### config.mk
export PLATFORM = sky130hd
export DESIGN_NAME = vsub_const_pipe
export DESIGN_NICKNAME = d
export VERILOG_FILES = /design/src/rtl/vec_pkg.sv /design/src/rtl/pipe_stage.sv /design/src/rtl/vsub_const_pipe.sv
export SDC_FILE = /design/constraint.sdc
export NUM_CORES = 1
export LEC_CHECK = 0
export CORE_MARGIN = 5
export CORE_UTILIZATION = 58
export CTS_CLUSTER_DIAMETER = 150
export DETAILED_ROUTE_END_ITERATION = 8
export PLACE_DENSITY = 0.91
export SYNTH_ARGS = -nofsm -noshare
export SYNTH_HDL_FRONTEND = slang
export SYNTH_HIERARCHICAL = 1
export SYNTH_SLANG_ARGS = --single-unit
### constraint.sdc
create_clock -name clock -period 4.3 [get_ports clock]
set_clock_uncertainty 0.2 [all_clocks]
set_input_delay 0.43 -clock clock [delete_from_list [all_inputs] [get_ports clock]]
set_output_delay 0.43 -clock clock [all_outputs]
set_load 0.05 [all_outputs]
### src/rtl/vec_pkg.sv
// Shared 4-lane x 8-bit SIMD layout: lanes sit in 12-bit slots of a 48-bit word.
// Latency: n/a (types, constants and pure functions only).
// Backpressure: n/a.
package vec_pkg;

    localparam int LANES  = 4;
    localparam int LANE_W = 8;
    localparam int SLOT_W = 12;
    localparam int WORD_W = 48;

    typedef logic [LANE_W-1:0] lane_t;
    typedef logic [SLOT_W-1:0] slot_t;
    typedef logic [WORD_W-1:0] word_t;

    // Place four lanes into their slots; the four pad bits above each lane are zero
    // so a per-slot subtract leaves the sign of the difference in the slot MSB.
    function automatic word_t pack4(input lane_t l0, input lane_t l1,
                                    input lane_t l2, input lane_t l3);
        return {4'h0, l3, 4'h0, l2, 4'h0, l1, 4'h0, l0};
    endfunction

    // Full 12-bit slot i of a packed word.
    function automatic slot_t get_slot(input word_t w, input int i);
        return w[i*SLOT_W +: SLOT_W];
    endfunction

    // Lane value (low 8 bits) carried in slot i of a packed word.
    function automatic lane_t unpack_slot(input word_t w, input int i);
        return w[i*SLOT_W +: LANE_W];
    endfunction

    // Sign bit of slot i; after a slot subtract this is the lane borrow.
    function automatic logic slot_sign(input word_t w, input int i);
        return w[i*SLOT_W + SLOT_W - 1];
    endfunction

endpackage

### src/rtl/pipe_stage.sv
// Single valid/ready register stage of configurable data width.
// Latency: 1 cycle from input transfer to out_valid.
// Backpressure: accepts when empty or when the held word is taken this cycle; holds data while stalled.
module pipe_stage #(
    parameter int W = 48
) (
    input  logic         clock,
    input  logic         reset,
    input  logic         in_valid,
    output logic         in_ready,
    input  logic [W-1:0] in_data,
    output logic         out_valid,
    input  logic         out_ready,
    output logic [W-1:0] out_data
);

    // Room exists if nothing is held or the held word leaves on this edge.
    assign in_ready = ~out_valid | out_ready;

    // Register the word on an input transfer; clear valid when drained with no refill.
    always_ff @(posedge clock) begin
        if (!reset) begin
            out_valid <= 1'b0;
            out_data  <= '0;
        end else if (in_ready) begin
            out_valid <= in_valid;
            if (in_valid) begin
                out_data <= in_data;
            end
        end
    end

endmodule

### src/rtl/vsub_const_pipe.sv
// Lane-wise subtract-constant on 4 x 8-bit lanes (FOUR12 slot layout), inverse of vadd_const.
// Latency: 2 cycles from input transfer to out_valid; 1 vector per cycle sustained.
// Backpressure: out_ready=0 freezes stage 2, stage 1 still fills once, then in_ready drops.
module vsub_const_pipe
    import vec_pkg::*;
#(
    parameter logic [7:0] C0    = 8'h02,
    parameter logic [7:0] C1    = 8'hFC,
    parameter logic [7:0] C2    = 8'h05,
    parameter logic [7:0] C3    = 8'hFD,
    parameter int         CNT_W = 16
) (
    input  logic             clock,
    input  logic             reset,
    input  logic             in_valid,
    output logic             in_ready,
    input  logic [7:0]       a_0,
    input  logic [7:0]       a_1,
    input  logic [7:0]       a_2,
    input  logic [7:0]       a_3,
    output logic             out_valid,
    input  logic             out_ready,
    output logic [7:0]       y_0,
    output logic [7:0]       y_1,
    output logic [7:0]       y_2,
    output logic [7:0]       y_3,
    output logic [3:0]       borrow,
    output logic [CNT_W-1:0] count
);

    // Constants laid out in the same zero-padded slots as the operand.
    localparam word_t CWORD = pack4(C0, C1, C2, C3);

    word_t s1_din;
    word_t s1_dout;
    word_t s2_din;
    word_t s2_dout;
    logic  s1_in_ready;
    logic  s1_valid;
    logic  s2_in_ready;
    logic  s2_valid;
    logic  in_xfer;
    logic  unused_pad;

    assign s1_din = pack4(a_0, a_1, a_2, a_3);

    // Stage 1: packed operand word.
    pipe_stage #(
        .W(WORD_W)
    ) u_s1 (
        .clock     (clock),
        .reset     (reset),
        .in_valid  (in_valid),
        .in_ready  (s1_in_ready),
        .in_data   (s1_din),
        .out_valid (s1_valid),
        .out_ready (s2_in_ready),
        .out_data  (s1_dout)
    );

    // Independent 12-bit subtract per slot: no borrow crosses a slot boundary (FOUR12 Z-X).
    always_comb begin
        s2_din = '0;
        for (int i = 0; i < LANES; i++) begin
            s2_din[i*SLOT_W +: SLOT_W] = get_slot(s1_dout, i) - get_slot(CWORD, i);
        end
    end

    // Stage 2: per-slot difference, drives the outputs directly.
    pipe_stage #(
        .W(WORD_W)
    ) u_s2 (
        .clock     (clock),
        .reset     (reset),
        .in_valid  (s1_valid),
        .in_ready  (s2_in_ready),
        .in_data   (s2_din),
        .out_valid (s2_valid),
        .out_ready (out_ready),
        .out_data  (s2_dout)
    );

    // Held low while reset is asserted so nothing is offered a transfer that will be discarded.
    assign in_ready  = reset & s1_in_ready;
    assign in_xfer   = in_valid & in_ready;
    assign out_valid = s2_valid;

    assign y_0 = unpack_slot(s2_dout, 0);
    assign y_1 = unpack_slot(s2_dout, 1);
    assign y_2 = unpack_slot(s2_dout, 2);
    assign y_3 = unpack_slot(s2_dout, 3);

    // Borrow is the sign of each 12-bit slot difference.
    always_comb begin
        borrow = '0;
        for (int i = 0; i < LANES; i++) begin
            borrow[i] = slot_sign(s2_dout, i);
        end
    end

    // Slot bits 10:8 only replicate the sign and are not needed at the outputs.
    assign unused_pad = ^{s2_dout[46:44], s2_dout[34:32], s2_dout[22:20], s2_dout[10:8]};

    // Accepted-vector counter, wraps naturally at 2^CNT_W.
    always_ff @(posedge clock) begin
        if (!reset) begin
            count <= '0;
        end else if (in_xfer) begin
            count <= count + CNT_W'(1);
        end
    end

endmodule
* Word level (Yosys, flattened, before mapping)
Index checks and enable logic that the tools add are counted. Widths: inputs -> output; s select.
Storage, ports and cells: bits in registers 98, bits in latches 0, memory bits (writable) 0, memory bits (read-only) 0, output and inout bits 54, memories kept 0
Cells by class: add/subtract/negate cells 5, $mul 0, div/mod/pow operators 0, magnitude comparators 0, equal/unequal tests 0, shifts and indexed selects 0, muxes and demuxes 0, bitwise gates (word level) 6, reductions and logical operators 2
Operator list (number):
- $sub 8x8->9 const B | 2
- $add 16x1->16 const B | 1
- $sub 8x2->9 const B | 1
- $sub 8x3->9 const B | 1
- $reduce_and 2->1 | 2
- $and 1x1->1 | 2
- $not 1->1 | 2
- $or 1x1->1 | 2

* Longest topological paths before layout
word-level depth 5, depth in mapped cells 7, depth with buffers taken out 7

* Hierarchy
The synthesis kept the hierarchy.
Modules (own cells, without submodules):
- pipe_stage | times used 2, cells each 214, area an instance 1945.6 um2, sequential area each 980.9 um2
- vsub_const_pipe | times used 1, cells each 188, area an instance 1453.9 um2, sequential area each 320.3 um2

* Worst setup path after synthesis
Ideal clock, no wire load.
path kind flip-flop to flip-flop, start register count[0], end register count[10], library setup time 128 ps, data arrival time 1582 ps, required time 3972 ps, setup slack 2391 ps, stages on the path, launching flop included 6, path buffers 0, clock period less this slack 1909 ps, cell sequence dfxtp_1 ha_1 nand3_2 nor4_1 xnor2_1 nor2_1
On the way: word-level cells in the longest chain between the ends 1
Ends and longest elaborated chain:
- start, declared | line vsub_const_pipe.sv:28 | output logic [CNT_W-1:0] count
- start signal, assigned | line vsub_const_pipe.sv:109 | count <= count + CNT_W'(1);
- $add 16x1->16 | line vsub_const_pipe.sv:109
No other way between the ends. A chain may end at the register's enable or synchronous reset.

* Worst setup path after layout
start input port out_ready, end output port in_ready
On the way: word-level cells in the longest chain between the ends 3
Ends and longest elaborated chain:
- start, declared | line vsub_const_pipe.sv:22 | input logic out_ready,
- $or 1x1->1 | line pipe_stage.sv:18 | assign in_ready = ~out_valid | out_ready;
- net s2_in_ready | line vsub_const_pipe.sv:40 | logic s2_in_ready;
- $or 1x1->1 | line pipe_stage.sv:18
- net s1_in_ready | line vsub_const_pipe.sv:38 | logic s1_in_ready;
- $and 1x1->1 | line vsub_const_pipe.sv:84 | assign in_ready = reset & s1_in_ready;
- end, declared | line vsub_const_pipe.sv:16 | output logic in_ready,
The timed path passes the listed nets, and every way through them passes these cells.

==> metrics.md <==
| Metric | Value |
|---|---|
| Worst-path clk slew | `90 ps` |
| Die height | `100 um` |
| Worst Setup End Kind | `primary output` |
| Crit path DAT | `2150 ps` |
| Via density | `5.09` |
| Mean post-synth cell area | `8.71 um2` |
| WP data required | `3670 ps` |
| # resized after CTS | `0` |
| Peak VDD IR | `0.168 mV` |
| Inst Count DP | `717` |
| Crit path launch type | `input port` |
| Status | `completed` |
| Gate count of the mapped netlist | `542` |
| Non-Filler Instances | `733` |
| DRC | `0` |
| Worst slew pin tran | `1160 ps` |
| Layout cells sized above 1 | `4.46%` |
| Net switching power | `0.587 mW` |
| Antenna fix cells | `0` |
| Worst-Skew Late Latency | `360 ps` |
| DP HPWL | `6850 um` |
| NumNets Final | `664` |
| GR Util All Layers | `19.1%` |
| Layout Area Growth over Synthesis | `23.2%` |
| Fin. Hold Viols | `0` |
| RSZ-0062 raised after global routing | `no` |
| Grt ovf | `0` |
| PwrDens | `345 nW/um2` |
| Fmax | `360 MHz` |
| Clk sink count | `102` |
| Mapped cell area | `4720 um2` |
| Period Utilization, post-route | `64.7%` |
| Vias in the first global route | `3,538` |
| HP Class | `register to register` |
| I/O pin count | `90` |
| Die ar. | `10,000 um2` |
| Crit Path Class | `input port to primary output` |
| Clock Power Share | `30.1%` |
| CP Max Fanout | `7` |
| First-pass GRT wire length | `15,700 um` |
| Initial antenna violation count | `0` |
| Core area | `8090 um2` |
| Largest net degree at the start of global routing | `92` |
| Fin crit period | `2780 ps` |
| Average routed wire per standard cell | `13.2 um` |
| Root Buffer | `clkbuf_8` |
| H-tree Lvls | `3` |
| Layout fillers | `610` |
| Starting DRT DRC Count | `102` |
| Hold Buf Count CTS | `0` |
| Die Wd | `100 um` |
| Setup TNS | `0 ps` |
| Synth warnings | `6` |
| Clock Tree Buf Depth | `2` |
| Starting Density | `58.3%` |
| Num rows | `33` |
| Post-route ant nets | `0` |
| Sequential power share | `51.7%` |
| Placer Congestion | `0.865` |
| Max-slew headroom | `22.7%` |
| Sw frac | `29.2%` |
| Vias post-DR | `3,733` |
| Max-cap violations | `0` |
| # setup viols final | `0` |
| TritonCTS clock tree | `built` |
| Pint | `1.42 mW` |
| Setup Fix Bufs, Post-CTS | `0` |
| Drt pass-1 iters | `5` |
| Final wirelength | `9680 um` |
| Comb pwr share | `18.2%` |
| CTS Buf Count | `9` |
| Static leakage | `2.41 nW` |
| Slew Viols, Final | `0` |
| Count of input and output buffers | `89` |
layout make-up:
cell class                      count  area (um2)  share of cell area (%)
Clock buffer                       10         128                    2.19
Timing Repair Buffer               91         903                    15.5
Multi-Input combinational cell    403        2480                    42.7
Inverter                           16        60.1                    1.03
Clock inverter                      6        68.8                    1.18
Sequential cell                   102        2040                    35.1
Tap cell                          105         131                    2.26
per-layer routing:
metal	part of all wire [%]	vias to the layer above	global-route usage [%]	routed length [um]
met4	1.7	0	8.50	163
met1	43	1739	23.3	4180
li1	-	1892	-	-
met3	4.0	16	2.99	385
met2	51	86	33.0	4960
met5	0	-	0	0
stage by stage:
step | hold WS [ps] | total power, mW | worst slack (ps) | util [%] | area (um2)
floorplan | 229 | 1.32 | 2390 | - | 4780
global route | 282 | 2.10 | 1440 | 71.9 | 5820
CTS | 265 | 2.02 | 1520 | 71.9 | 5820
detailed placement | 249 | 1.43 | 1520 | 69.5 | 5620
global placement | 239 | 1.41 | 1520 | 69.5 | 5620
finish | 262 | 2.01 | 1520 | 71.9 | 5820
cells in the final DEF (no fill, tap or decap), drive strengths merged:
cell and instances:
nand2 183, dfxtp 102, clkdlybuf4s50 88, mux2i 87
xnor2 23, nor2 19, inv 18, conb 16
xor2 13, nand3 12, nor3 10, clkbuf 10
nand2b 7, nor4 6, ha 5, and2 4
nand4 4, and3 3, buf 3, or3 2
and4 2, a21boi 2, clkinv 2, o21ai 1
nor2b 1, o41ai 1, a31oi 1, a21oi 1
bufinv 1, clkinvlp 1
registers in the layout, summed over array words and instances (netlist names):
name,count
u_s2/out_data,36
u_s1/out_valid,1
u_s1/out_data,48
u_s2/out_valid,1
count,16
path summary, 6_finish.rpt:
kind / from / endpoint / slack, ps / cells past startpoint
min reg2reg: u_s2/out_data[42]$_SDFFE_PN0P_ / u_s2/out_data[42]$_SDFFE_PN0P_ / 260 / 2
max: out_ready / in_ready / 1520 / 5
max reg2reg: u_s2/out_valid$_SDFFE_PN0P_ / u_s1/out_data[3]$_SDFFE_PN0P_ / 2350 / 5
min: u_s2/out_data[42]$_SDFFE_PN0P_ / u_s2/out_data[42]$_SDFFE_PN0P_ / 260 / 2
worst max-delay path, cell delays in order:
cell and delay [ps]:
clkdlybuf4s50_1 470, nand2b_4 120, nand2b_4 160, and2_2 160, clkdlybuf4s50_1 800
power by group through the flow:
stage	Clock, mW	Combinational [mW]	Sequential, mW
floorplan	0	0.182	1.13
global placement	0	0.355	1.06
detailed placement	0	0.365	1.06
CTS	0.615	0.367	1.04
global route	0.660	0.396	1.05
finish	0.606	0.366	1.04
No activity file was read; power rests on OpenSTA's default activity.
